File: src/rtl/dmem_io_arbiter_pkg.sv
// Shared types and defaults for the data-memory / I/O arbiter.
package dmem_io_pkg;

  typedef enum logic [1:0] {
    StIdle,
    StCoreRd,
    StLdrRd
  } arb_state_e;

  localparam logic [31:0] PortbAddrDefault = 32'h0000_2014;
  localparam logic [31:0] PortdAddrDefault = 32'h0000_202c;

endpackage

File: src/rtl/dmem_io_arbiter_if.sv
// Bus bundle between the two requesters, the arbiter, the BRAM and the I/O registers.
// slave: arbiter side; master: requester/BRAM/I/O side.
interface dmem_io_arbiter_if #(
  parameter int unsigned DATA_WIDTH   = 32,
  parameter int unsigned ADDRESS_BITS = 32
);
  logic                      core_read;
  logic                      core_write;
  logic [DATA_WIDTH/8-1:0]   core_byte_en;
  logic [ADDRESS_BITS-1:0]   core_address;
  logic [DATA_WIDTH-1:0]     core_wdata;
  logic                      core_ready;
  logic                      core_valid;
  logic [DATA_WIDTH-1:0]     core_rdata;

  logic                      ldr_read;
  logic                      ldr_write;
  logic [DATA_WIDTH/8-1:0]   ldr_byte_en;
  logic [ADDRESS_BITS-1:0]   ldr_address;
  logic [DATA_WIDTH-1:0]     ldr_wdata;
  logic                      ldr_ready;
  logic                      ldr_valid;
  logic [DATA_WIDTH-1:0]     ldr_rdata;

  logic                      d_mem_read;
  logic                      d_mem_write;
  logic [DATA_WIDTH/8-1:0]   d_mem_byte_en;
  logic [ADDRESS_BITS-1:0]   d_mem_address_in;
  logic [DATA_WIDTH-1:0]     d_mem_data_in;
  logic [DATA_WIDTH-1:0]     d_mem_data_out;
  logic                      d_mem_valid;

  logic                      PORTB_write_en;
  logic                      PORTD_write_en;
  logic [7:0]                io_wdata;

  modport slave (
    input  core_read, core_write, core_byte_en, core_address, core_wdata,
    output core_ready, core_valid, core_rdata,
    input  ldr_read, ldr_write, ldr_byte_en, ldr_address, ldr_wdata,
    output ldr_ready, ldr_valid, ldr_rdata,
    output d_mem_read, d_mem_write, d_mem_byte_en, d_mem_address_in, d_mem_data_in,
    input  d_mem_data_out, d_mem_valid,
    output PORTB_write_en, PORTD_write_en, io_wdata
  );

  modport master (
    output core_read, core_write, core_byte_en, core_address, core_wdata,
    input  core_ready, core_valid, core_rdata,
    output ldr_read, ldr_write, ldr_byte_en, ldr_address, ldr_wdata,
    input  ldr_ready, ldr_valid, ldr_rdata,
    input  d_mem_read, d_mem_write, d_mem_byte_en, d_mem_address_in, d_mem_data_in,
    output d_mem_data_out, d_mem_valid,
    input  PORTB_write_en, PORTD_write_en, io_wdata
  );
endinterface

File: src/rtl/dmem_io_arbiter_priority.sv
// Grant selection between core and loader.
// Optional starvation guard: DMEM_ARB_STARVE_GUARD_EN.
module dmem_arb_priority #(
  parameter int unsigned STARVE_LIMIT = 8
) (
  input  logic clock,
  input  logic reset,
  input  logic i_idle,
  input  logic i_core_req,
  input  logic i_ldr_req,
  output logic o_grant_core,
  output logic o_grant_ldr
);

`ifdef DMEM_ARB_STARVE_GUARD_EN
  localparam int unsigned CntW = (STARVE_LIMIT < 1) ? 1 : $clog2(STARVE_LIMIT + 1);

  logic [CntW-1:0] r_starve_cnt;
  logic [CntW-1:0] w_starve_cnt_next;
  logic            w_starved;

  assign w_starved = (r_starve_cnt >= CntW'(STARVE_LIMIT));

  // Core wins unless the loader has been passed over STARVE_LIMIT times in a row.
  always_comb begin
    o_grant_ldr  = i_idle & i_ldr_req & (~i_core_req | w_starved);
    o_grant_core = i_idle & i_core_req & ~o_grant_ldr;
  end

  // Count core grants only while the loader is waiting; the counter cannot pass the
  // limit because the loader is forced in on the next idle grant.
  always_comb begin
    w_starve_cnt_next = r_starve_cnt;
    if (!i_ldr_req || o_grant_ldr) begin
      w_starve_cnt_next = '0;
    end else if (o_grant_core) begin
      w_starve_cnt_next = r_starve_cnt + 1'b1;
    end
  end

  // Starvation counter register.
  always_ff @(posedge clock or negedge reset) begin
    if (!reset) begin
      r_starve_cnt <= '0;
    end else begin
      r_starve_cnt <= w_starve_cnt_next;
    end
  end
`else
  logic w_unused;
  assign w_unused = clock ^ reset;

  // Strict core priority.
  always_comb begin
    o_grant_core = i_idle & i_core_req;
    o_grant_ldr  = i_idle & i_ldr_req & ~i_core_req;
  end
`endif

endmodule

File: src/rtl/dmem_io_arbiter.sv
// Arbitrates core and loader accesses onto one BRAM port and two write-only I/O
// registers (PORTB/PORTD). Writes finish in the accept cycle; reads hold the
// arbiter until the BRAM returns data.
// Optional loader starvation guard: DMEM_ARB_STARVE_GUARD_EN.
module dmem_io_arbiter
  import dmem_io_pkg::*;
#(
  parameter int unsigned             DATA_WIDTH   = 32,
  parameter int unsigned             ADDRESS_BITS = 32,
  parameter int unsigned             STARVE_LIMIT = 8,
  parameter logic [ADDRESS_BITS-1:0] PORTB_ADDR   = ADDRESS_BITS'(PortbAddrDefault),
  parameter logic [ADDRESS_BITS-1:0] PORTD_ADDR   = ADDRESS_BITS'(PortdAddrDefault)
) (
  input logic              clock,
  input logic              reset,
  dmem_io_arbiter_if.slave bus
);

  arb_state_e r_state;
  arb_state_e w_state_next;

  logic                    w_idle;
  logic                    w_core_req;
  logic                    w_ldr_req;
  logic                    w_grant_core;
  logic                    w_grant_ldr;
  logic                    w_sel_read;
  logic                    w_sel_write;
  logic                    w_io_b;
  logic                    w_io_d;
  logic [DATA_WIDTH/8-1:0] w_sel_byte_en;
  logic [ADDRESS_BITS-1:0] w_sel_address;
  logic [DATA_WIDTH-1:0]   w_sel_wdata;

  // Gating with reset keeps every grant low while reset is held, not just after the edge.
  assign w_idle     = reset & (r_state == StIdle);
  assign w_core_req = bus.core_read | bus.core_write;
  assign w_ldr_req  = bus.ldr_read | bus.ldr_write;

  dmem_arb_priority #(
    .STARVE_LIMIT(STARVE_LIMIT)
  ) u_priority (
    .clock       (clock),
    .reset       (reset),
    .i_idle      (w_idle),
    .i_core_req  (w_core_req),
    .i_ldr_req   (w_ldr_req),
    .o_grant_core(w_grant_core),
    .o_grant_ldr (w_grant_ldr)
  );

  // Route the granted requester's fields; read+write together counts as a write.
  always_comb begin
    w_sel_byte_en = w_grant_ldr ? bus.ldr_byte_en : bus.core_byte_en;
    w_sel_address = w_grant_ldr ? bus.ldr_address : bus.core_address;
    w_sel_wdata   = w_grant_ldr ? bus.ldr_wdata   : bus.core_wdata;
    w_sel_write   = (w_grant_core & bus.core_write) | (w_grant_ldr & bus.ldr_write);
    w_sel_read    = (w_grant_core & bus.core_read & ~bus.core_write) |
                    (w_grant_ldr & bus.ldr_read & ~bus.ldr_write);
    w_io_b        = w_sel_write & (w_sel_address == PORTB_ADDR);
    w_io_d        = w_sel_write & (w_sel_address == PORTD_ADDR);
  end

  // State register.
  always_ff @(posedge clock or negedge reset) begin
    if (!reset) begin
      r_state <= StIdle;
    end else begin
      r_state <= w_state_next;
    end
  end

  // Next state: only accepted reads leave idle.
  always_comb begin
    w_state_next = r_state;
    unique case (r_state)
      StIdle: begin
        if (w_sel_read) begin
          w_state_next = w_grant_ldr ? StLdrRd : StCoreRd;
        end
      end
      StCoreRd, StLdrRd: begin
        if (bus.d_mem_valid) begin
          w_state_next = StIdle;
        end
      end
      default: w_state_next = StIdle;
    endcase
  end

  // Outputs: handshakes, BRAM request and I/O strobes.
  always_comb begin
    bus.core_ready       = w_grant_core;
    bus.ldr_ready        = w_grant_ldr;
    bus.core_valid       = reset & (r_state == StCoreRd) & bus.d_mem_valid;
    bus.ldr_valid        = reset & (r_state == StLdrRd) & bus.d_mem_valid;
    bus.core_rdata       = bus.d_mem_data_out;
    bus.ldr_rdata        = bus.d_mem_data_out;
    bus.d_mem_read       = w_sel_read;
    bus.d_mem_write      = w_sel_write & ~w_io_b & ~w_io_d;
    bus.d_mem_byte_en    = w_sel_byte_en;
    bus.d_mem_address_in = w_sel_address;
    bus.d_mem_data_in    = w_sel_wdata;
    bus.PORTB_write_en   = w_io_b;
    bus.PORTD_write_en   = w_io_d;
    bus.io_wdata         = w_sel_wdata[7:0];
  end

endmodule

File: src/flat_wrapper.sv
// flat-port wrapper written by rule: the top's interface ports become plain ports
module dmem_io_arbiter_flat import dmem_io_pkg::*;
#(
  parameter int unsigned             DATA_WIDTH   = 32,
  parameter int unsigned             ADDRESS_BITS = 32,
  parameter int unsigned             STARVE_LIMIT = 8,
  parameter logic [ADDRESS_BITS-1:0] PORTB_ADDR   = ADDRESS_BITS'(PortbAddrDefault),
  parameter logic [ADDRESS_BITS-1:0] PORTD_ADDR   = ADDRESS_BITS'(PortdAddrDefault)
)
  (clock, reset, bus_core_read, bus_core_write, bus_core_byte_en, bus_core_address, bus_core_wdata, bus_core_ready, bus_core_valid, bus_core_rdata, bus_ldr_read, bus_ldr_write, bus_ldr_byte_en, bus_ldr_address, bus_ldr_wdata, bus_ldr_ready, bus_ldr_valid, bus_ldr_rdata, bus_d_mem_read, bus_d_mem_write, bus_d_mem_byte_en, bus_d_mem_address_in, bus_d_mem_data_in, bus_d_mem_data_out, bus_d_mem_valid, bus_PORTB_write_en, bus_PORTD_write_en, bus_io_wdata);
  dmem_io_arbiter_if #(.DATA_WIDTH(DATA_WIDTH), .ADDRESS_BITS(ADDRESS_BITS)) bus_i ();
  input logic clock;
  input logic reset;
  input wire logic [$bits(bus_i.core_read)-1:0] bus_core_read;
  input wire logic [$bits(bus_i.core_write)-1:0] bus_core_write;
  input wire logic [$bits(bus_i.core_byte_en)-1:0] bus_core_byte_en;
  input wire logic [$bits(bus_i.core_address)-1:0] bus_core_address;
  input wire logic [$bits(bus_i.core_wdata)-1:0] bus_core_wdata;
  output wire logic [$bits(bus_i.core_ready)-1:0] bus_core_ready;
  output wire logic [$bits(bus_i.core_valid)-1:0] bus_core_valid;
  output wire logic [$bits(bus_i.core_rdata)-1:0] bus_core_rdata;
  input wire logic [$bits(bus_i.ldr_read)-1:0] bus_ldr_read;
  input wire logic [$bits(bus_i.ldr_write)-1:0] bus_ldr_write;
  input wire logic [$bits(bus_i.ldr_byte_en)-1:0] bus_ldr_byte_en;
  input wire logic [$bits(bus_i.ldr_address)-1:0] bus_ldr_address;
  input wire logic [$bits(bus_i.ldr_wdata)-1:0] bus_ldr_wdata;
  output wire logic [$bits(bus_i.ldr_ready)-1:0] bus_ldr_ready;
  output wire logic [$bits(bus_i.ldr_valid)-1:0] bus_ldr_valid;
  output wire logic [$bits(bus_i.ldr_rdata)-1:0] bus_ldr_rdata;
  output wire logic [$bits(bus_i.d_mem_read)-1:0] bus_d_mem_read;
  output wire logic [$bits(bus_i.d_mem_write)-1:0] bus_d_mem_write;
  output wire logic [$bits(bus_i.d_mem_byte_en)-1:0] bus_d_mem_byte_en;
  output wire logic [$bits(bus_i.d_mem_address_in)-1:0] bus_d_mem_address_in;
  output wire logic [$bits(bus_i.d_mem_data_in)-1:0] bus_d_mem_data_in;
  input wire logic [$bits(bus_i.d_mem_data_out)-1:0] bus_d_mem_data_out;
  input wire logic [$bits(bus_i.d_mem_valid)-1:0] bus_d_mem_valid;
  output wire logic [$bits(bus_i.PORTB_write_en)-1:0] bus_PORTB_write_en;
  output wire logic [$bits(bus_i.PORTD_write_en)-1:0] bus_PORTD_write_en;
  output wire logic [$bits(bus_i.io_wdata)-1:0] bus_io_wdata;
  assign bus_i.core_read = bus_core_read;
  assign bus_i.core_write = bus_core_write;
  assign bus_i.core_byte_en = bus_core_byte_en;
  assign bus_i.core_address = bus_core_address;
  assign bus_i.core_wdata = bus_core_wdata;
  assign bus_core_ready = bus_i.core_ready;
  assign bus_core_valid = bus_i.core_valid;
  assign bus_core_rdata = bus_i.core_rdata;
  assign bus_i.ldr_read = bus_ldr_read;
  assign bus_i.ldr_write = bus_ldr_write;
  assign bus_i.ldr_byte_en = bus_ldr_byte_en;
  assign bus_i.ldr_address = bus_ldr_address;
  assign bus_i.ldr_wdata = bus_ldr_wdata;
  assign bus_ldr_ready = bus_i.ldr_ready;
  assign bus_ldr_valid = bus_i.ldr_valid;
  assign bus_ldr_rdata = bus_i.ldr_rdata;
  assign bus_d_mem_read = bus_i.d_mem_read;
  assign bus_d_mem_write = bus_i.d_mem_write;
  assign bus_d_mem_byte_en = bus_i.d_mem_byte_en;
  assign bus_d_mem_address_in = bus_i.d_mem_address_in;
  assign bus_d_mem_data_in = bus_i.d_mem_data_in;
  assign bus_i.d_mem_data_out = bus_d_mem_data_out;
  assign bus_i.d_mem_valid = bus_d_mem_valid;
  assign bus_PORTB_write_en = bus_i.PORTB_write_en;
  assign bus_PORTD_write_en = bus_i.PORTD_write_en;
  assign bus_io_wdata = bus_i.io_wdata;
  dmem_io_arbiter #(.DATA_WIDTH(DATA_WIDTH), .ADDRESS_BITS(ADDRESS_BITS), .STARVE_LIMIT(STARVE_LIMIT), .PORTB_ADDR(PORTB_ADDR), .PORTD_ADDR(PORTD_ADDR)) u_core (.clock(clock), .reset(reset), .bus(bus_i));
endmodule
File: config.mk
export PLATFORM = sky130hd
export DESIGN_NAME = dmem_io_arbiter_flat
export DESIGN_NICKNAME = d
export VERILOG_FILES = /design/src/rtl/dmem_io_arbiter_pkg.sv /design/src/rtl/dmem_io_arbiter_if.sv /design/src/rtl/dmem_io_arbiter_priority.sv /design/src/rtl/dmem_io_arbiter.sv /design/src/flat_wrapper.sv
export SDC_FILE = /design/constraint.sdc
export NUM_CORES = 1
export LEC_CHECK = 0
export CORE_AREA = 3 3 124 126
export DETAILED_ROUTE_END_ITERATION = 12
export DIE_AREA = 0 0 127 129
export GPL_ROUTABILITY_DRIVEN = 0
export PLACE_DENSITY = 0.58
export SETUP_SLACK_MARGIN = 0.05
export SYNTH_ARGS = -nofsm -noshare
export SYNTH_HDL_FRONTEND = slang
export SYNTH_SLANG_ARGS = --single-unit
File: constraint.sdc
create_clock -name clock -period 1.9 [get_ports clock]
set_input_delay 0.19 -clock clock [delete_from_list [all_inputs] [get_ports clock]]
set_output_delay 0.19 -clock clock [all_outputs]
set_load 0.01 [all_outputs]
After elaboration in Yosys (flattened, before gate mapping)
Index checks and enable logic that the tools add are counted.
{ "totals": {"ff_bits": 2, "elab_cells": 44} }
{ "classes": {"mux": 7, "eq_ne": 6, "bitwise_logic": 27, "n_reduce_logical": 3} }
{ "op_table": {"columns": ["op", "count"], "rows": [
  ["$eq 32x14->1 const B", 2],
  ["$mux 32", 2],
  ["$and 1x1->1", 18],
  ["$mux 2", 3],
  ["$not 1->1", 5],
  ["$mux 4", 1],
  ["$ne 2x2->1 const B", 2],
  ["$or 1x1->1", 4],
  ["$pmux 2 s2", 1],
  ["$eq 2x1->1 const B", 1],
  ["$eq 2x2->1 const B", 1],
  ["$logic_not 2->1", 1],
  ["$reduce_and 2->1", 1],
  ["$reduce_or 2->1", 1]
]} }

Longest topological paths before layout
Gate-level depths: netlist (run 1).
{ "depth": {"depth_word": 10, "depth_mapped": 8, "depth_no_buf": 7} }

By module
A second synthesis (run 1) with hierarchy kept.
{ "unflattened": {"hier_cells": 204, "hier_area_um2": 1764.2} }
{ "modules_own_cells": {"columns": ["mod", "area_each_um2", "seq_area_each_um2", "cells_each", "instances"], "rows": [
  ["dmem_io_arbiter", 1747.9, 50.0, 202, 1],
  ["dmem_arb_priority", 16.3, 0.0, 2, 1]
]} }

Worst setup path before layout (run 1)
Ideal clock, no wire load.
{ "synth_timing": {"path_type": "reg-to-output", "start": "register u_core.r_state[0]", "end": "output bus_io_wdata[0]", "t_arrival_ns": 1.960, "path_stages_with_launch": 9, "setup_slack_ns": -0.250, "cell_sequence": "dfrtp_1 inv_1 ha_1 nand2_2 nor4_4 buf_4 buf_4 mux2_2 buf_4"} }
{ "synth_between": {"elab_chain_len": 5} }
{ "synth_lines": {"columns": ["element", "line", "source"], "rows": [
  ["start, declared", "dmem_io_arbiter.sv:19", "arb_state_e r_state;"],
  ["start signal, assigned", "dmem_io_arbiter.sv:67", "r_state <= StIdle;"],
  ["start signal, assigned", "dmem_io_arbiter.sv:69", "r_state <= w_state_next;"],
  ["$logic_not 2->1", "dmem_io_arbiter.sv:36", "assign w_idle = reset & (r_state == StIdle);"],
  ["$and 1x1->1", "dmem_io_arbiter.sv:36", null],
  ["$and 1x1->1 (2 in a row)", "dmem_io_arbiter_priority.sv:56", "o_grant_ldr = i_idle & i_ldr_req & ~i_core_req;"],
  ["$mux 32", "dmem_io_arbiter.sv:56", "w_sel_wdata = w_grant_ldr ? bus.ldr_wdata : bus.core_wdata;"],
  ["end, declared", "flat_wrapper.sv:39", "output wire logic [$bits(bus_i.io_wdata)-1:0] bus_io_wdata;"]
]} }
Every way passes these cells.

Worst setup path in the final report (run 1)
{ "layout_timing": {"start": "register u_core.r_state[0]", "end": "output bus_d_mem_address_in[19]"} }
{ "layout_between": {"elab_chain_len": 5} }
{ "layout_lines": {"columns": ["element", "line", "source"], "rows": [
  ["$logic_not 2->1", "dmem_io_arbiter.sv:36", null],
  ["$and 1x1->1", "dmem_io_arbiter.sv:36", null],
  ["$and 1x1->1 (2 in a row)", "dmem_io_arbiter_priority.sv:56", null],
  ["$mux 32", "dmem_io_arbiter.sv:55", "w_sel_address = w_grant_ldr ? bus.ldr_address : bus.core_address;"],
  ["end, declared", "flat_wrapper.sv:33", "output wire logic [$bits(bus_i.d_mem_address_in)-1:0] bus_d_mem_address_in;"]
]} }
Every way passes these cells.

==> results.ini, run 1 <==
[clock_network]
cts.sinks = 2
h-tree-depth = 1
cts_buffers = 3
clock_path_buffers = 2
clock_latency_ns = 0.22
clock-root-buffer = clkbuf_16
clk_pin_slew_ns = 0.03
cts_tree = yes
ctsHoldBuffers = 0

[route]
vias = 2334
ant_nets = 0
vias_per_cell = 3.983
route.detailed.drc = 0
drtIter0Drc = 56
routed_wl_um = 9806
wl_per_cell_um = 16.73
dr.pass1.iters = 4

[logic_synthesis]
synth_nets = 388
netlist_area_um2 = 1881
synth_edf_count = 0
ys.flop_type = dfrtp_1
ys_ff_latch = 2
postSynthAreaPerCell_um2 = 8.955
synth.most_common_cell = buf_4
yosys-top-cells-area = mux2_2, buf_4, dfrtp_1
yosys.area.top_type_share_pct = 41.32
synth.top_cells.by_count = buf_4, mux2_2, nor4_1
yosysWarnings = 0
async_flop_share_pct = 100.0
yosysUniqueCellTypes = 27
synthCells = 210
yosysTopAreaCell = mux2_2
ys_seq_area_share_pct = 2.661

[setup_path]
cp_max_fo = 8
end_kind = output port
cp-start-kind = register
cp_data_arrival_time_ns = 2.10
required_ns = 1.71
crit_type = reg2out

[timing]
timing.final.ws_setup_ns = -0.3851
rsz0062_at_grt = true
min_period_ns = 2.285
finalSetupTns_ns = -18.87
fin_skew_ns = 0.002702
fmax_ghz = 0.4376
hold_slack_ns = 0.3347
finalSetupViolCount = 80
max-slew-margin-rel_pct = 79.14
tightestPinTransition_ns = 0.3068
final_max_slew_viol_count = 0
hold_viol = 0
period_share_pct = 120.3

[grt]
antenna_found_initial = 0
grt_pass1_wl_um = 13520
overflow = 0
grt_max_degree = 17
grt_use_total_pct = 10.66
grt_pass1_vias = 2440

[die]
floorplan.die_area_um2 = 16380
core_area_um2 = 14420
initial_core_util_pct = 13.04
die_h_um = 129
fp-row-count = 44
io_pins = 323
die_x_um = 127

[final_layout]
top_register = u_core.r_state
reg_top3 = u_core.r_state x2
layout-drive-gt1-share_pct = 54.23
seq_area_um2 = 50.05
largest_reg_flops = 2
areaGrowthSynthToFinish_pct = 140.3
utilization_pct = 31.33
final_nets = 582
diodes = 0
multiInputGateArea_um2 = 1523
fillCellCount = 1492

[pwr]
ir_drop_mv = 0.2184
p_per_area_nw_per_um2 = 413.7
leakage_nw = 2.041

[worst_hold_path]
holdCritPathClass = in2async

[run_status]
outcome = finished with violations
failed_checks = setup timing

[placed_design]
io_buffers = 226
dp_hpwl_um = 7939

[job]
maxCapViolCount = 0

-- stage by stage --
stage               power, mW  instance area (um^2)  instances  setup WS (ns)
global route            1.987                  4519        586        -0.4674
detailed placement      1.409                  4033        565         -1.019
CTS                     1.842                  4437        580        -0.3988
global placement        1.399                  4033        565         -1.021
finish                  1.870                  4519        586        -0.3851
floorplan              0.7521                  1959        210       -0.09932
-- critical path: stages (launching register included) --
cell,delay [ns]
dfrtp_1,0.37
inv_2,0.08
ha_4,0.15
nand2_4,0.05
nor4_4,0.19
buf_6,0.21
buf_8,0.13
buf_12,0.13
buf_8,0.12
mux2_4,0.30
buf_6,0.13
-- layout by cell type (no fill, tap or decap), types with 2 or more instances in the layout --
cell             count
dlymetal6s2s_1      14
buf_6               50
nor4_4               2
a21o_1               2
clkdlybuf4s50_1    117
nor4_2               6
buf_2                3
clkbuf_2            34
and3_1               2
nand4_1              2
clkdlybuf4s15_1      2
dlygate4sd2_1       14
ha_1                 2
mux2_2              24
nor4_1               4
mux2_4              45
buf_12               5
a2111oi_4            2
nor2b_1              6
dfrtp_1              2
inv_1                2
mux2i_2              2
buf_8                3
inv_2                3
buf_4               25
nor4b_1              2
clkbuf_16            4
nor2_1               5
-- cell type report --
type | instances | share of cell area [%]
flip-flops and latches | 2 | 1.107
well taps | 184 | 5.094
repair buffers | 269 | 58.03
clock buffers | 3 | 1.661
inverters | 5 | 0.4153
multi-input cells | 123 | 33.69
-- worst paths after layout --
kind / depth (start not counted) / start / end / slack, ns
setup / recovery: 10 / u_core.r_state[0] / bus_d_mem_address_in[19] / -0.39
hold / removal: 2 / reset / u_core.r_state[0] / 0.33
setup reg to reg: 7 / u_core.r_state[0] / u_core.r_state[1] / 0.25
hold reg to reg: 2 / u_core.r_state[1] / u_core.r_state[1] / 0.62
max in group asynchronous: 2 / reset / u_core.r_state[1] / 1.46
min in group clock: 0 / bus_d_mem_data_out[17] / bus_core_rdata[17] / 0.38
-- layer usage --
metal,part of all wire (%),global-route usage [%]
met1,31,9.572
met2,56,22.57
met3,10,3.113
met4,2.6,3.028
met5,0,0
-- power breakdown --
part	switching, mW	leakage, nW	internal, mW
sequential	0.00897	0.0268	0.0584
combinational	0.547	1.98	0.941
clock	0.0462	0.0370	0.268
total	0.602	2.04	1.27
-- logic make-up after synthesis --
| family | Yosys count | share of synthesized area (%) |
|---|---|---|
| adder cells (fa/ha/maj) | 3 | 1.996 |
| buffers and inverters | 85 | 32.80 |
| AO/OA/AOI/OAI | 8 | 4.125 |
| flip-flops | 2 | 2.661 |
| multiplexers | 73 | 43.45 |
| AND/OR/NAND/NOR | 39 | 14.97 |
-- repair_timing --
action	CTS	global route
endpoints found under the hold margin	0	0
setup endpoints to repair	82	81
gates resized for setup	323	126
gates cloned	2	1
pin swaps	11	8
setup buffers	11	6
Power figures use the tool's default switching activity.
==> run 2: changes to the inputs <==
--- a/config.mk
+++ b/config.mk
@@ -6,6 +6,7 @@
 export NUM_CORES = 1
 export LEC_CHECK = 0
 export CORE_AREA = 3 3 124 126
+export CTS_CLUSTER_DIAMETER = 40
 export DETAILED_ROUTE_END_ITERATION = 12
 export DIE_AREA = 0 0 127 129
 export GPL_ROUTABILITY_DRIVEN = 0
==> results of run 2 <==
Same layout as run 1: the final DEF is identical, and so are final timing and power.
==> run 3: changes to the inputs <==
--- a/config.mk
+++ b/config.mk
@@ -10,7 +10,7 @@
 export DETAILED_ROUTE_END_ITERATION = 12
 export DIE_AREA = 0 0 127 129
 export GPL_ROUTABILITY_DRIVEN = 0
-export PLACE_DENSITY = 0.58
+export PLACE_DENSITY = 0.59
 export SETUP_SLACK_MARGIN = 0.05
 export SYNTH_ARGS = -nofsm -noshare
 export SYNTH_HDL_FRONTEND = slang
==> run 3 against run 2 <==
The run still ends with setup timing left; via count decreased by 0.99%; register-to-register slack got worse by 0.07 ns; power increased by 12%; sequential cell count unchanged; final cell count increased by 1.2%; first-iteration DRC count decreased by 46%; critical path depth decreased by 4; clock power increased by 2%; combinational power increased by 14%; setup slack got worse by 0.024 ns; clock skew about the same; die area unchanged; largest power group unchanged; highest routed layer unchanged.
==> results.ini, run 3 (synthesis results as in run 1) <==
[pwr]
leakage_nw = 2.106
p_per_area_nw_per_um2 = 426.5
ir_drop_mv = 0.1758

[route]
vias = 2311
dr.pass1.iters = 2
routed_wl_um = 10150
wl_per_cell_um = 17.11
ant_nets = 0
route.detailed.drc = 0
drtIter0Drc = 30
vias_per_cell = 3.897

[timing]
fmax_ghz = 0.4331
timing.final.ws_setup_ns = -0.4091
rsz0062_at_grt = true
min_period_ns = 2.309
fin_skew_ns = 0.003070
final_max_slew_viol_count = 0
period_share_pct = 121.5
hold_viol = 0
finalSetupViolCount = 79
max-slew-margin-rel_pct = 78.04
tightestPinTransition_ns = 0.3202

[clock_network]
clk_pin_slew_ns = 0.03
cts.sinks = 2
h-tree-depth = 1
clock_latency_ns = 0.22
ctsHoldBuffers = 0
cts_tree = yes
cts_buffers = 3
clock_path_buffers = 2
clock-root-buffer = clkbuf_16

[die]
core_area_um2 = 14420
floorplan.die_area_um2 = 16380
io_pins = 323
die_x_um = 127
initial_core_util_pct = 13.04
die_h_um = 129
fp-row-count = 44

[final_layout]
diodes = 0
final_nets = 589
seq_area_um2 = 50.05
layout-drive-gt1-share_pct = 54.28
fillCellCount = 1466
multiInputGateArea_um2 = 1569
largest_reg_flops = 2
areaGrowthSynthToFinish_pct = 160.7
layout_common_cells = clkdlybuf4s50_1, buf_6, mux2_4
final_common_cell = clkdlybuf4s50_1
top_register = u_core.r_state
reg_top3 = u_core.r_state x2
fin_area_um2 = 4903

[grt]
antenna_found_initial = 0
grt_max_degree = 15
grt_use_total_pct = 10.68
grt_pass1_vias = 2570
overflow = 0
grt_pass1_wl_um = 13860

[placed_design]
placed_cell_area_um2 = 4003
io_buffers = 226
dp_hpwl_um = 7617
pre_cts_ws_ns = -0.9864

[run_status]
failed_checks = setup timing
outcome = finished with violations

[setup_path]
path_buf_inv = 2
r2r_end = u_core.r_state[1]
reg2reg_from = u_core.r_state[0]
ff2ff_path_depth = 8
rrSetupSlack_ns = 0.18
crit_family = simple AND/OR/NAND/NOR gates
worstSetupPathDepth = 6
cp_data_arrival_time_ns = 2.12
crit_path_end = bus_PORTB_write_en
crit_path_top_delay_cell = clkdlybuf4s50_1
crit_type = in2out
crit_start = bus_core_address[20]
path_cells = clkdlybuf4s50_1 -> nor4_1 -> nand4_1 -> or3_4 -> a2111oi_4 -> buf_2
cp_max_fo = 2
cp-start-kind = primary input
end_kind = output port
slowest_delay_ns = 0.45
required_ns = 1.71

[worst_hold_path]
holdCritPathClass = in2async

[job]
maxCapViolCount = 0

==> run 3: layout make-up <==
| class | instances | share of cell area (%) |
|---|---|---|
| multi-input cells | 123 | 32.00 |
| clock buffers | 3 | 1.531 |
| inverters | 5 | 0.3828 |
| repair buffers | 276 | 60.37 |
| flip-flops and latches | 2 | 1.021 |
| well taps | 184 | 4.695 |
==> run 3: routing by layer <==
layer / global-route usage [%] / vias up / part of all wire, %
met2: 22.07 / 157 / 55
met1: 10.41 / 1039 / 34
met3: 2.366 / 31 / 9.2
li1: - / 1084 / -
met5: 0 / - / 0
met4: 3.218 / 0 / 1.8
==> run 3: how the worst min path moves through the flow <==
stage	start	end	slack, ns	cells after the start
2_1_floorplan	reset	u_core.r_state[0]	-0.11	0
3_3_place_gp	bus_d_mem_data_out[14]	bus_core_rdata[14]	0.38	0
3_5_place_dp	bus_d_mem_data_out[14]	bus_core_rdata[14]	0.38	0
4_1_cts	reset	u_core.r_state[0]	0.33	2
5_1_grt	reset	u_core.r_state[0]	0.35	2
6_report	reset	u_core.r_state[0]	0.33	2
==> run 3: what timing repair did <==
| action | CTS | global route |
|---|---|---|
| cloned | 4 | 4 |
| hold endpoints to repair | 0 | 0 |
| setup endpoints to repair | 82 | 80 |
| resized for setup | 487 | 29 |
| pin swaps | 8 | 0 |
| setup buffers | 18 | 6 |
==> run 3: per-stage QoR <==
| step | utilization (%) | hold WS [ns] | TNS, ns | total power [mW] | cells |
|---|---|---|---|---|---|
| 2_1_floorplan | - | -0.1056 | -3.022 | 0.7521 | 210 |
| 3_3_place_gp | 27.75 | 0.3801 | -66.15 | 1.391 | 561 |
| 3_5_place_dp | 27.75 | 0.3801 | -70.26 | 1.401 | 561 |
| 4_1_cts | 32.45 | 0.3333 | -19.48 | 2.008 | 584 |
| 5_1_grt | 34.00 | 0.3459 | -26.19 | 2.205 | 593 |
| 6_report | 34.00 | 0.3316 | -20.55 | 2.091 | 593 |
==> run 3: power by group <==
group          internal (mW)  switching [mW]  total (mW)
Combinational           1.11           0.590        1.70
Sequential            0.0585          0.0112      0.0696
Clock                  0.268          0.0531       0.321
